$ cat config.mk
export PLATFORM = sky130hd
export DESIGN_NAME = bias_bank_flat
export DESIGN_NICKNAME = d
export VERILOG_FILES = /design/src/rtl/bias_bank_if.sv /design/src/rtl/bias_bank.sv /design/src/flat_wrapper.sv
export SDC_FILE = /design/constraint.sdc
export NUM_CORES = 2
export LEC_CHECK = 0
export ABC_AREA = 0
export CAP_MARGIN = 20
export CELL_PAD_IN_SITES_DETAIL_PLACEMENT = 1
export CELL_PAD_IN_SITES_GLOBAL_PLACEMENT = 2
export CORE_MARGIN = 4
export CORE_UTILIZATION = 44
export CTS_CLUSTER_SIZE = 20
export DETAILED_ROUTE_END_ITERATION = 12
export MAX_ROUTING_LAYER = met4
export PLACE_DENSITY = 0.87
export SLEW_MARGIN = 25
export SYNTH_ARGS = -nofsm -noshare
export SYNTH_HDL_FRONTEND = slang
export SYNTH_SLANG_ARGS = --single-unit
$ cat constraint.sdc
create_clock -name clk -period 9.2 [get_ports clk]
set_input_delay 1.38 -clock clk [delete_from_list [all_inputs] [get_ports clk]]
set_output_delay 1.38 -clock clk [all_outputs]
set_load 0.05 [all_outputs]
$ cat src/rtl/bias_bank_if.sv
// +------------------------------------------------------------------+
// | bias_bank_if : bias-bank load port (start/bank, valid/ready data, |
// |                load status).       Rev 1.0                        |
// +------------------------------------------------------------------+
`default_nettype none

interface bias_bank_if #(
    parameter int WIDTH   = 32,
    parameter int N_BANKS = 4
);
    localparam int BANK_W = $clog2(N_BANKS);

    logic              ld_start;
    logic [BANK_W-1:0] ld_bank;
    logic              wr_valid;
    logic              wr_ready;
    logic [WIDTH-1:0]  wr_data;
    logic              ld_busy;
    logic              ld_done;
    logic              ld_err;

    modport master (
        output ld_start, ld_bank, wr_valid, wr_data,
        input  wr_ready, ld_busy, ld_done, ld_err
    );

    modport slave (
        input  ld_start, ld_bank, wr_valid, wr_data,
        output wr_ready, ld_busy, ld_done, ld_err
    );
endinterface

`default_nettype wire

$ cat src/rtl/bias_bank.sv
// +------------------------------------------------------------------+
// | bias_bank : multi-bank runtime-loadable bias store with streaming |
// |             loader and per-group registered bias buses.           |
// |             Optional macro BIAS_CLAMP_EN saturates loaded words.  |
// | Rev 1.0                                                           |
// +------------------------------------------------------------------+
`default_nettype none

module bias_bank #(
    parameter int               WIDTH    = 32,
    parameter int               N_G_L2   = 3,
    parameter int               N_G_L3   = 9,
    parameter int               N_D_L2   = 3,
    parameter int               N_D_L3   = 1,
    parameter int               N_BANKS  = 4,
    parameter logic [WIDTH-1:0] BIAS_MAX = 32'h04000000,
    localparam int              BANK_W   = $clog2(N_BANKS),
    localparam int              TOTAL    = N_G_L2 + N_G_L3 + N_D_L2 + N_D_L3
) (
    input  wire logic                     clk,
    input  wire logic                     rst_n,
    input  wire logic [4*BANK_W-1:0]      sel,
    bias_bank_if.slave                    ld,
    output logic      [N_G_L2*WIDTH-1:0]  bg2,
    output logic      [N_G_L3*WIDTH-1:0]  bg3,
    output logic      [N_D_L2*WIDTH-1:0]  bd2,
    output logic      [N_D_L3*WIDTH-1:0]  bd3,
    output logic      [3:0]               out_valid
);

    localparam int              CNT_W     = (TOTAL > 1) ? $clog2(TOTAL) : 1;
    localparam logic [BANK_W:0] c_n_banks = (BANK_W+1)'(N_BANKS);
    localparam int              c_off_g3  = N_G_L2;
    localparam int              c_off_d2  = N_G_L2 + N_G_L3;
    localparam int              c_off_d3  = N_G_L2 + N_G_L3 + N_D_L2;

    typedef enum logic [1:0] {
        S_IDLE   = 2'd0,
        S_LOAD   = 2'd1,
        S_COMMIT = 2'd2
    } state_t;

    state_t             r_state;
    state_t             w_state_nxt;
    logic [BANK_W-1:0]  r_ld_bank;
    logic [CNT_W-1:0]   r_cnt;
    logic [WIDTH-1:0]   r_mem [N_BANKS][TOTAL];
    logic [N_BANKS-1:0] r_loaded;
    logic [WIDTH-1:0]   r_bus [TOTAL];
    logic [3:0]         r_out_valid;

    logic               w_bank_ok;
    logic               w_start_ok;
    logic               w_beat;
    logic               w_last;
    logic [WIDTH-1:0]   w_wr_word;
    logic [BANK_W-1:0]  w_sel    [4];
    logic [3:0]         w_sel_ok;
    logic [3:0]         w_hold;
    logic [WIDTH-1:0]   w_rd     [TOTAL];

    // Word index within a bank -> owning bias group (0=bg2,1=bg3,2=bd2,3=bd3)
    function automatic logic [1:0] grp_of(input int k);
        if (k < c_off_g3)      return 2'd0;
        else if (k < c_off_d2) return 2'd1;
        else if (k < c_off_d3) return 2'd2;
        else                   return 2'd3;
    endfunction

    assign w_bank_ok  = ({1'b0, ld.ld_bank} < c_n_banks);
    assign w_start_ok = ld.ld_start && (r_state == S_IDLE) && w_bank_ok;
    assign w_beat     = (r_state == S_LOAD) && ld.wr_valid;
    assign w_last     = w_beat && (r_cnt == CNT_W'(TOTAL - 1));

`ifdef BIAS_CLAMP_EN
    always_comb begin
        w_wr_word = ld.wr_data;
        if ($signed(ld.wr_data) > $signed(BIAS_MAX))
            w_wr_word = BIAS_MAX;
        else if ($signed(ld.wr_data) < -$signed(BIAS_MAX))
            w_wr_word = -BIAS_MAX;
    end
`else
    logic w_unused_bias_max;
    assign w_unused_bias_max = ^BIAS_MAX;
    assign w_wr_word         = ld.wr_data;
`endif

    always_ff @(posedge clk) begin
        if (!rst_n) r_state <= S_IDLE;
        else        r_state <= w_state_nxt;
    end

    always_comb begin
        w_state_nxt = r_state;
        ld.wr_ready = 1'b0;
        ld.ld_busy  = 1'b0;
        ld.ld_done  = 1'b0;
        ld.ld_err   = 1'b0;
        case (r_state)
            S_IDLE: begin
                if (w_start_ok) w_state_nxt = S_LOAD;
            end
            S_LOAD: begin
                ld.wr_ready = 1'b1;
                ld.ld_busy  = 1'b1;
                if (w_last) w_state_nxt = S_COMMIT;
            end
            S_COMMIT: begin
                ld.ld_busy  = 1'b1;
                ld.ld_done  = 1'b1;
                w_state_nxt = S_IDLE;
            end
            default: w_state_nxt = S_IDLE;
        endcase
        ld.ld_err = rst_n && ld.ld_start && ((r_state != S_IDLE) || !w_bank_ok);
    end

    always_ff @(posedge clk) begin
        if (!rst_n) begin
            r_ld_bank <= '0;
            r_cnt     <= '0;
            r_loaded  <= '0;
            for (int b = 0; b < N_BANKS; b++)
                for (int w = 0; w < TOTAL; w++)
                    r_mem[b][w] <= '0;
        end else begin
            if (w_start_ok) begin
                r_ld_bank <= ld.ld_bank;
                r_cnt     <= '0;
            end
            if (w_beat) begin
                r_mem[r_ld_bank][r_cnt] <= w_wr_word;
                r_cnt                   <= r_cnt + 1'b1;
            end
            if (r_state == S_COMMIT) r_loaded[r_ld_bank] <= 1'b1;
        end
    end

    // A group looking at the bank under load freezes so partial data never leaks out
    always_comb begin
        w_sel_ok = '0;
        w_hold   = '0;
        for (int g = 0; g < 4; g++) begin
            w_sel[g]    = sel[g*BANK_W +: BANK_W];
            w_sel_ok[g] = ({1'b0, w_sel[g]} < c_n_banks);
            w_hold[g]   = (r_state != S_IDLE) && (w_sel[g] == r_ld_bank);
        end
        for (int k = 0; k < TOTAL; k++) begin
            w_rd[k] = '0;
            if (w_sel_ok[grp_of(k)]) w_rd[k] = r_mem[w_sel[grp_of(k)]][k];
        end
    end

    always_ff @(posedge clk) begin
        if (!rst_n) begin
            r_out_valid <= '0;
            for (int k = 0; k < TOTAL; k++) r_bus[k] <= '0;
        end else begin
            for (int k = 0; k < TOTAL; k++)
                if (!w_hold[grp_of(k)]) r_bus[k] <= w_rd[k];
            for (int g = 0; g < 4; g++)
                if (!w_hold[g]) r_out_valid[g] <= w_sel_ok[g] && r_loaded[w_sel[g]];
        end
    end

    always_comb begin
        bg2 = '0;
        bg3 = '0;
        bd2 = '0;
        bd3 = '0;
        for (int i = 0; i < N_G_L2; i++) bg2[i*WIDTH +: WIDTH] = r_bus[i];
        for (int i = 0; i < N_G_L3; i++) bg3[i*WIDTH +: WIDTH] = r_bus[c_off_g3 + i];
        for (int i = 0; i < N_D_L2; i++) bd2[i*WIDTH +: WIDTH] = r_bus[c_off_d2 + i];
        for (int i = 0; i < N_D_L3; i++) bd3[i*WIDTH +: WIDTH] = r_bus[c_off_d3 + i];
    end

    assign out_valid = r_out_valid;

endmodule

`default_nettype wire

$ cat src/flat_wrapper.sv
// flat-port wrapper written by rule: the top's interface ports become plain ports
module bias_bank_flat 
#(
    parameter int               WIDTH    = 32,
    parameter int               N_G_L2   = 3,
    parameter int               N_G_L3   = 9,
    parameter int               N_D_L2   = 3,
    parameter int               N_D_L3   = 1,
    parameter int               N_BANKS  = 4,
    parameter logic [WIDTH-1:0] BIAS_MAX = 32'h04000000,
    localparam int              BANK_W   = $clog2(N_BANKS),
    localparam int              TOTAL    = N_G_L2 + N_G_L3 + N_D_L2 + N_D_L3
)
  (clk, rst_n, sel, bg2, bg3, bd2, bd3, out_valid, ld_ld_start, ld_ld_bank, ld_wr_valid, ld_wr_data, ld_wr_ready, ld_ld_busy, ld_ld_done, ld_ld_err);
  bias_bank_if #(.WIDTH(WIDTH), .N_BANKS(N_BANKS)) ld_i ();
  input  wire logic clk;
  input  wire logic rst_n;
  input  wire logic [4*BANK_W-1:0] sel;
  output logic      [N_G_L2*WIDTH-1:0] bg2;
  output logic      [N_G_L3*WIDTH-1:0] bg3;
  output logic      [N_D_L2*WIDTH-1:0] bd2;
  output logic      [N_D_L3*WIDTH-1:0] bd3;
  output logic      [3:0] out_valid;
  input wire logic [$bits(ld_i.ld_start)-1:0] ld_ld_start;
  input wire logic [$bits(ld_i.ld_bank)-1:0] ld_ld_bank;
  input wire logic [$bits(ld_i.wr_valid)-1:0] ld_wr_valid;
  input wire logic [$bits(ld_i.wr_data)-1:0] ld_wr_data;
  output wire logic [$bits(ld_i.wr_ready)-1:0] ld_wr_ready;
  output wire logic [$bits(ld_i.ld_busy)-1:0] ld_ld_busy;
  output wire logic [$bits(ld_i.ld_done)-1:0] ld_ld_done;
  output wire logic [$bits(ld_i.ld_err)-1:0] ld_ld_err;
  assign ld_i.ld_start = ld_ld_start;
  assign ld_i.ld_bank = ld_ld_bank;
  assign ld_i.wr_valid = ld_wr_valid;
  assign ld_i.wr_data = ld_wr_data;
  assign ld_wr_ready = ld_i.wr_ready;
  assign ld_ld_busy = ld_i.ld_busy;
  assign ld_ld_done = ld_i.ld_done;
  assign ld_ld_err = ld_i.ld_err;
  bias_bank #(.WIDTH(WIDTH), .N_G_L2(N_G_L2), .N_G_L3(N_G_L3), .N_D_L2(N_D_L2), .N_D_L3(N_D_L3), .N_BANKS(N_BANKS), .BIAS_MAX(BIAS_MAX)) u_core (.clk(clk), .rst_n(rst_n), .sel(sel), .ld(ld_i), .bg2(bg2), .bg3(bg3), .bd2(bd2), .bd3(bd3), .out_valid(out_valid));
endmodule
==> impl_results.md <==
- Dominant cell type by area after synthesis: edfxtp_1
- Top FF cell, synth: edfxtp_1
- Via count: 62067
- Post-Synth Adder-Cell Area: 0.000963
- Share of post-route cells with drive strength above 1: 0.167
- Synth Area in XOR/XNOR: 0.000674
- Largest net degree at the start of global routing: 140
- CTS max path bufs: 4
- Worst endpoint required time: 7.82 ns
- Reg2reg end: u_core.r_mem[0][78]
- Drt pass-1 iters: 6
- DP HPWL: 227000 µm
- ANT nets after route: 0
- Final wirelength: 362000 µm
- 1st-iter DRT viols: 9159
- Row count: 178
- Die width: 494 µm
- Multiplexer share of the synthesized area: 0.112
- Cell Int Power: 0.0203 W
- Min-delay src: u_core.r_state[0]
- Mapped Cells: 6514
- Setup crit end kind: output port
- Setup CP Type: primary input to output port
- Reg clk slew, reported paths: 0.06 ns
- Power per Cell Area: 223 nW/µm²
- Simple-Gate Fraction of Synth Area: 0.114
- Critical Path Fanout Max: 70
- Gpl congestion: 0.838
- Place WS: 3.75 ns
- R2r worst-path depth: 7
- Finished Cell Area: 122000 µm²
- WL per Instance: 35.0 µm
- Slew Limit Headroom: 0.253
- Total of max-cap violations: 0
- I/O pins: 566
- Sink Count: 2576
- Psw: 0.00693 W
- Syn Nets: 6568
- Largest family of logic cells by synthesized area: simple AND/OR/NAND/NOR gates
- CTS tree: yes
- Vias in the first global route: 64136
- Hold_buf cts: 0
- Crit start category: primary input
- Comb power frac: 0.107
- CTS H-Tree Depth: 5
- RSZ-0062 raised after global routing: false
- Synth cell count leaders: edfxtp_1, nor2_1, mux4_2
- First-pass GRT wire length: 503000 µm
- WP data arrival: 3.52 ns
- Max Slew Vio Count: 0
- Final Hold Vio Count: 0
- Placed Instance Area: 114000 µm²
- Initial antenna violation count: 53
- Unique masters post-synth: 37
- Synth Warn #: 0
- Final TNS setup: 0 ns
- Max VDD drop: 0.000168 V
- Cell Area, Synth: 104000 µm²
- Die Ht: 494 µm
- R2r setup slk: 4.90 ns
- Most frequent cell after synthesis: edfxtp_1
- Syn_area_per_cell: 16.0 µm²
- Fmax: 204 MHz
- Post-CTS Setup Inserts: 0
- Core ar.: 235000 µm²
- Total Routing Usage GR: 0.303
- Setup violators final: 0
- Post-Route Hold Slack: 0.560 ns
- Port-buffer cells: 565
- Root Buffer: clkbuf_16
- Latest clock arrival within the worst-skew pair: 0.97 ns
- Asr flop ratio synth: 0
- Clock power frac: 0.389
- DRC: 0
- PostCTS Resize Cnt: 0
- Worst hold path type: flop to flop
- Post-synthesis compound-gate area fraction: 0.00408
- Startpoint of the worst register-to-register path: u_core.r_state[1]
- Status: finished, final reports clean
- Initial Utilization: 0.442
- Vias/cell: 6.00
- Reg power frac: 0.504
- Hold EP: u_core.r_state[0]
- Gr ovfl total: 0
- Worst-case clock skew: 0.0595 ns
- Fin crit share: 0.533
- Top cells by area, synth: edfxtp_1, mux4_2, nor2_1
- Hold-critical path depth: 2
- Fin util: 0.519
- Die Area: 244000 µm²
- Final Worst Setup Slack: 4.30 ns
- Switching Share: 0.255
- Worst-Margin Slew: 1.12 ns
- Post-synth EDFFs: 2560
- Final net count: 7029
- Crit path time final: 4.90 ns
- Yosys top cell area share: 0.740
- P_leak: 41.0 nW
- Area grow syn2layout: 17.5%
- Seq/Total Area, Yosys: 0.743
- Seq cells post-synth: 2576
- Num CTS Buffers: 282
-- placed cells by master, fill, tap and decap left out, types with 3 or more instances in the layout --
master / instances
nand2_2: 54
mux2i_1: 5
o21ai_4: 64
clkinv_2: 37
a21oi_1: 5
clkinvlp_4: 6
buf_16: 17
clkbuf_16: 291
o21ai_0: 4
nand3_1: 3
mux4_2: 516
nand2_1: 81
dfxtp_1: 16
nor2b_1: 333
buf_6: 8
buf_12: 3
inv_6: 4
diode_2: 33
clkdlybuf4s50_1: 556
clkbuf_1: 63
buf_4: 149
a21boi_0: 3
xor2_1: 8
nor2_1: 2049
clkinv_1: 61
buf_8: 4
bufinv_16: 8
nand2_4: 7
and2_1: 194
ha_1: 8
inv_1: 5
edfxtp_1: 2560
nand3_4: 12
-- worst max-delay path, cell delays in order --
cell,delay (ns)
buf_8,0.39
buf_4,0.55
and3b_1,0.29
clkdlybuf4s50_1,0.83
-- cells by family (layout without fill, tap and decap cells) --
kind of cell / Yosys count / in the layout
AND/OR/NAND/NOR: 2754 / 2754
flip-flops: 2576 / 2576
buffers and inverters: 567 / 1218
multiplexers: 521 / 521
AO/OA/AOI/OAI: 80 / 80
adder cells (fa/ha/maj): 8 / 8
XOR/XNOR: 8 / 8
other: 0 / 33
-- stage by stage --
step / instances / total power, W
after floorplan: 6514 / 0.0155
after CTS: 10313 / 0.0273
after global routing: 10340 / 0.0279
after global placement: 9823 / 0.0168
final: 10348 / 0.0272
after detailed placement: 9839 / 0.0168
-- power groups by stage --
stage / registers (W) / clock network (W) / logic (W)
after floorplan: 0.0146 / 0 / 0.000886
after global placement: 0.0139 / 0 / 0.00285
after detailed placement: 0.0139 / 0 / 0.00290
after CTS: 0.0137 / 0.0107 / 0.00292
after global routing: 0.0137 / 0.0112 / 0.00298
final: 0.0137 / 0.0106 / 0.00292
-- flip-flops by register name (all words and copies together), names as in the netlist --
| name | flops |
|---|---|
| u_core.r_mem | 2048 |
| u_core.r_bus | 512 |
| u_core.out_valid | 4 |
| u_core.r_cnt | 4 |
| u_core.r_loaded | 4 |
| u_core.r_ld_bank | 2 |
| u_core.r_state | 2 |
-- how the worst max path moves through the flow --
stage | from | to | slack, ns | depth (start not counted)
global placement | ld_wr_valid | u_core.r_mem[3][270] | 3.58 | 5
global route | rst_n | ld_ld_err | 4.24 | 4
detailed placement | ld_wr_valid | u_core.r_mem[0][272] | 3.75 | 6
finish | rst_n | ld_ld_err | 4.30 | 4
floorplan | rst_n | u_core.r_bus[0][100] | 0.56 | 3
CTS | rst_n | ld_ld_err | 4.33 | 4
-- layer usage --
| metal | track usage | vias up | part of all wire |
|---|---|---|---|
| li1 | - | 24502 | - |
| met1 | 0.372 | 32561 | 0.36 |
| met2 | 0.471 | 4094 | 0.48 |
| met3 | 0.0683 | 910 | 0.098 |
| met4 | 0.164 | 0 | 0.065 |
| met5 | - | - | 0 |
-- area by class of cell --
class / count / area [µm²]
clock buffer: 354 / 7520
inverter: 5 / 18.8
sequential: 2576 / 77200
multi-input combinational: 3371 / 25100
fill: 21985 / 113000
clock inverter: 120 / 785
antenna: 33 / 82.6
tap: 3150 / 3940
timing repair buffer: 739 / 7390
No activity file was read; power rests on OpenSTA's default activity.
